### src/rtl/bht_predictor_pkg.sv
// Shared CPU package for the branch history table.
// Mode encodings, index width and counter reset helpers.
package bht_predictor_pkg;

  typedef enum logic {
    BIMODAL = 1'b0,
    GSHARE  = 1'b1
  } mode_e;

  function automatic int idx_w(input int entries);
    return $clog2(entries);
  endfunction

  // Weakly-not-taken: 2^(w-1)-1, which is 0 for w=1.
  function automatic int wnt_val(input int w);
    return (1 << (w - 1)) - 1;
  endfunction

endpackage

### src/rtl/bht_predictor_sat_counter.sv
// Saturating up/down counter, one table entry.
// en_i gates, inc_i selects up (1) or down (0).
module sat_counter #(
  parameter int           W       = 2,
  parameter logic [W-1:0] RST_VAL = '0
) (
  input  logic         clk_i,
  input  logic         rst_i,
  input  logic         en_i,
  input  logic         inc_i,
  output logic [W-1:0] val_o
);

  logic [W-1:0] val_q;
  logic [W-1:0] val_d;
  logic         up_ok;
  logic         dn_ok;

  assign up_ok = en_i && inc_i && (val_q != '1);
  assign dn_ok = en_i && !inc_i && (val_q != '0);

  always_comb begin
    val_d = val_q;
    unique case (1'b1)
      up_ok:   val_d = val_q + 1'b1;
      dn_ok:   val_d = val_q - 1'b1;
      default: val_d = val_q;
    endcase
  end

  always_ff @(posedge clk_i or negedge rst_i) begin
    if (!rst_i) val_q <= RST_VAL;
    else        val_q <= val_d;
  end

  assign val_o = val_q;

endmodule

### src/rtl/bht_predictor.sv
// Branch history table: bimodal or gshare lookup in ID,
// counter/history update and mispredict stats from EX.
module bht_predictor
  import bht_predictor_pkg::*;
#(
  parameter  int ENTRIES = 16,
  parameter  int CTR_W   = 2,
  parameter  int HIST_W  = 4,
  parameter  int MODE    = 0,
  localparam int IDX_W   = idx_w(ENTRIES)
) (
  input  logic              clk_i,
  input  logic              rst_i,
  input  logic              id_branch_i,
  input  logic [31:0]       id_pc_i,
  output logic              pred_o,
  output logic [IDX_W-1:0]  pred_idx_o,
  input  logic              ex_branch_i,
  input  logic [IDX_W-1:0]  ex_idx_i,
  input  logic              ex_pred_i,
  input  logic              ex_taken_i,
  output logic              fail_o,
  output logic              flush_o,
  output logic [HIST_W-1:0] ghr_o,
  output logic [15:0]       br_cnt_o,
  output logic [15:0]       miss_cnt_o
);

  localparam bit GS = (MODE == int'(GSHARE));
  localparam logic [CTR_W-1:0] RST_CTR =
    CTR_W'(wnt_val(CTR_W));

  logic [CTR_W-1:0]  ctr [ENTRIES];
  logic [IDX_W-1:0]  pc_idx;
  logic [IDX_W-1:0]  lkp_idx;
  logic [HIST_W-1:0] ghr_q, ghr_d;
  logic [15:0]       br_q, br_d;
  logic [15:0]       miss_q, miss_d;
  logic              unused_pc;

  assign unused_pc = ^{id_pc_i[31:IDX_W+2],
                       id_pc_i[1:0]};

  assign pc_idx  = id_pc_i[IDX_W+1:2];
  assign lkp_idx = GS ? (pc_idx ^ IDX_W'(ghr_q))
                      : pc_idx;

  for (genvar g = 0; g < ENTRIES; g++) begin : g_ctr
    sat_counter #(
      .W       (CTR_W),
      .RST_VAL (RST_CTR)
    ) u_ctr (
      .clk_i (clk_i),
      .rst_i (rst_i),
      .en_i  (ex_branch_i &&
              (ex_idx_i == IDX_W'(g))),
      .inc_i (ex_taken_i),
      .val_o (ctr[g])
    );
  end

  // Lookup sees the pre-edge table; no update bypass.
  assign pred_o     = id_branch_i &&
                      ctr[lkp_idx][CTR_W-1];
  assign pred_idx_o = lkp_idx;
  assign fail_o     = ex_branch_i &&
                      (ex_pred_i ^ ex_taken_i);
  assign flush_o    = fail_o || pred_o;

  always_comb begin
    ghr_d  = ghr_q;
    br_d   = br_q;
    miss_d = miss_q;
    if (ex_branch_i) begin
      ghr_d = HIST_W'({ghr_q, ex_taken_i});
      if (br_q != '1) br_d = br_q + 16'd1;
    end
    if (fail_o && miss_q != '1)
      miss_d = miss_q + 16'd1;
  end

  always_ff @(posedge clk_i or negedge rst_i) begin
    if (!rst_i) begin
      ghr_q  <= '0;
      br_q   <= '0;
      miss_q <= '0;
    end else begin
      ghr_q  <= ghr_d;
      br_q   <= br_d;
      miss_q <= miss_d;
    end
  end

  assign ghr_o      = ghr_q;
  assign br_cnt_o   = br_q;
  assign miss_cnt_o = miss_q;

endmodule

### config.mk
export PLATFORM = sky130hd
export DESIGN_NAME = bht_predictor
export DESIGN_NICKNAME = d
export VERILOG_FILES = /design/src/rtl/bht_predictor_pkg.sv /design/src/rtl/bht_predictor_sat_counter.sv /design/src/rtl/bht_predictor.sv
export SDC_FILE = /design/constraint.sdc
export NUM_CORES = 1
export LEC_CHECK = 0
export CAP_MARGIN = 20
export CELL_PAD_IN_SITES_DETAIL_PLACEMENT = 1
export CELL_PAD_IN_SITES_GLOBAL_PLACEMENT = 1
export CORE_ASPECT_RATIO = 1.2
export CORE_MARGIN = 1
export CORE_UTILIZATION = 34
export CTS_CLUSTER_SIZE = 24
export DETAILED_ROUTE_END_ITERATION = 16
export PLACE_DENSITY_LB_ADDON = 0.08
export SKIP_LAST_GASP = 1
export SLEW_MARGIN = 20
export SYNTH_ARGS = -nofsm -noshare
export SYNTH_HDL_FRONTEND = slang
export SYNTH_SLANG_ARGS = --single-unit
### constraint.sdc
create_clock -name clk_i -period 2.1 [get_ports clk_i]
set_input_delay 0.63 -clock clk_i [delete_from_list [all_inputs] [get_ports clk_i]]
set_output_delay 0.63 -clock clk_i [all_outputs]
set_load 0.05 [all_outputs]
==> summary.md <==
| Metric | Value |
|---|---|
| Status | complete, but fails checks |
| Failing checks | setup timing |
| Drt wl/cell | 15.72 um |
| Final setup margin | -0.3280 ns |
| Port Buffer Count | 56 |
| Transition time of the tightest slew-check pin | 0.5786 ns |
| First-pass GRT wire length | 15.33 mm |
| Area grow syn2layout | 34.36% |
| Via count | 3117 |
| Die X | 96.09 um |
| Power Density | 956.6 nW/um^2 |
| Initial antenna violation count | 0 |
| LEAKAGE | 2.171 nW |
| CTS tree | yes |
| Crit end category | primary output |
| Tcrit/Tclk final | 115.6% |
| Clk sinks | 68 |
| Clk buf depth | 2 |
| Slowest stage delay, CP | 0.47 ns |
| Syn Nets | 410 |
| Hold Buf Count CTS | 0 |
| Slew Limit Headroom | 61.43% |
| Final wirelength | 9.241 mm |
| Worst Setup Path Type | primary input to primary output |
| WP data required | 1.47 ns |
| Crit-path cells | buf_8, mux4_2, nand2b_4, nand4b_1, o211ai_1, clkbuf_16 |
| Die area | 11040 um^2 |
| Nets | 501 |
| Peak supply drop | 0.3469 mV |
| Initial Utilization | 35.55% |
| RSZ-0062 raised after global routing | yes |
| Max-cap viol count | 0 |
| Chip height | 114.9 um |
| Synth warnings | 0 |
| Final setup fails | 2 |
| Mapped cell area | 3612 um^2 |
| Fmax | 411.9 MHz |
| DRT Pass-1 Iters | 4 |
| Row cnt | 40 |
| Largest net degree at the start of global routing | 69 |
| DRC | 0 |
| Clk root buf | clkbuf_16 |
| Startpoint types | primary input |
| Critical path's slowest cell | mux4_2 |
| Top-area cell type share of the netlist area | 36.02% |
| Top-Level Pins | 85 |
| Mean post-synth cell area | 9.869 um^2 |
| Time the worst path needs with I/O delays and setup | 2.428 ns |
| Top delay family on crit path | multiplexers |
| Synth area leader | dfrtp_1 |
| CTS clk-pin slew, worst paths | 0.05 ns |
| Share of layout cells above drive strength 1 | 31.60% |
| H-tree levels | 3 |
| Final hold viol count | 0 |
| Ant. Diodes | 0 |
| Post-synth ARST share | 100.0% |
| Number of synthesized flops with an enable pin | 0 |
| Worst hold path class | primary input to async pin |
| WP data arrival | 1.80 ns |
| Worst-path maximum fanout | 2 |
| Fin Clk Skew | 0.006760 ns |
| Slew Viols, Final | 0 |
| Sequential-to-total area share from yosys stat | 47.66% |
| Syn Inst Count | 366 |
| Final setup TNS | -0.5819 ns |
| Commonest register cell after synthesis | dfrtp_1 |
| WP buf/inv | 2 |
| Ranking of synthesized cells by area | dfrtp_1 36%, dfstp_2 12%, o21ai_0 6.0%, a21oi_1 4.2%, mux2i_1 4.2% |
| Yosys cell types | 47 |
| Clk Latency, worst-skew pair | 0.33 ns |
| ANT nets after route | 0 |
| Core box area | 10160 um^2 |
| FF+latch count, synth | 68 |
| Post-DP HPWL | 6.802 mm |
| Initial DRC Count | 70 |
| GRT Resource Usage Total | 18.21% |
| Final Power | 4.643 mW |
| Vias in the first global route | 3134 |
| RePlAce Congestion | 0.7490 |
| Grt ovf | 0 |
| Inserted Clock Buffers | 9 |
| Avg Vias per Cell | 5.301 |
report_power, final:
part,switching [mW],internal (mW)
Clock,0.554,0.861
Sequential,0.229,1.58
Combinational,0.904,0.510
Total,1.69,2.96
final cells by class:
cell class | instances | area (um^2)
clock buffers | 14 | 264.0
clock inverters | 2 | 10.01
fillers | 1144 | 5306
inverters | 11 | 43.79
multi-input cells | 265 | 1769
flip-flops and latches | 68 | 1723
well taps | 126 | 157.7
repair buffers | 102 | 885.9
stage by stage:
stage               hold WS, ns  cell area [um^2]  worst slack, ns  utilization [%]  std cells
floorplan                0.3344              3635          -0.3846                -        366
global placement         0.4700              4532          -0.8147            44.61        570
detailed placement       0.4732              4532          -0.8247            44.61        570
CTS                      0.3324              4848          -0.4045            47.72        588
global route             0.3601              4853          -0.3748            47.77        588
finish                   0.3108              4853          -0.3280            47.77        588
placed cells by master (no fill, tap or decap), types with 5 or more instances in the layout:
cell type  count
buf_4         79
dfrtp_1       51
o21ai_0       42
a21oi_1       30
nand2_1       29
nor2_1        18
dfstp_2       16
mux2i_1       15
xor2_1        13
xnor2_1       13
inv_1         10
and3_1        10
clkbuf_16     10
nand4_1        9
nand3_1        9
o211ai_1       7
buf_12         6
nand3b_1       5
nor2b_1        5
nor3_1         5
o2111ai_1      5
mux2_2         5
buf_2          5
per-layer routing:
metal  global-route usage [%]  vias to the layer above  wire length [um]
met5                        0                        -                 0
met4                    7.761                        0               161
met3                    2.447                       11               230
met2                    31.54                       39              4749
met1                    22.42                     1555              4099
li1                         -                     1512                 -
synth_stat cells (5+ instances only):
master / count
xor2_1: 14
and3_1: 10
nand2_1: 30
nand4_1: 9
dfstp_2: 16
o2111ai_1: 5
clkbuf_1: 16
nand3_1: 9
a21oi_1: 30
nor3_1: 5
mux2i_1: 15
o211ai_1: 7
inv_1: 11
xnor2_1: 13
mux2_2: 5
nor2_1: 18
nor2b_1: 6
dfrtp_1: 52
nand3b_1: 5
o21ai_0: 43
flip-flops by register name (all words and copies together) (netlist names):
register           cells
br_cnt_o              16
g_ctr.u_ctr.val_o     32
ghr_o                  4
miss_cnt_o            16
what timing repair did:
action,CTS,global route
resized for setup,27,5
pin swaps,4,2
endpoints found under the setup margin,4,2
buffers inserted,2,0
worst paths after layout:
kind,start,to,slack (ns),depth (start not counted)
min reg2reg,g_ctr[1].u_ctr.val_o[0],g_ctr[1].u_ctr.val_o[0],0.48,1
max,id_pc_i[4],flush_o,-0.33,6
max reg2reg,br_cnt_o[1],br_cnt_o[1],0.27,5
min in group clk_i,g_ctr[1].u_ctr.val_o[0],g_ctr[1].u_ctr.val_o[0],0.48,1
min,rst_i,miss_cnt_o[5],0.31,2
max in group asynchronous,rst_i,g_ctr[5].u_ctr.val_o[0],1.45,2
cells by family (layout without fill, tap and decap cells):
kind of cell,Yosys count,count (layout),synth area share (%)
muxes,23,23,7.377
and+or+nand+nor,110,110,16.73
buffers and inverters,33,129,3.914
AOI/OAI and AO/OA,103,103,17.08
xor gates and xnor gates,27,27,6.547
adders and majority gates,2,2,0.6926
DFF,68,68,47.66
Power figures use the tool's default switching activity.
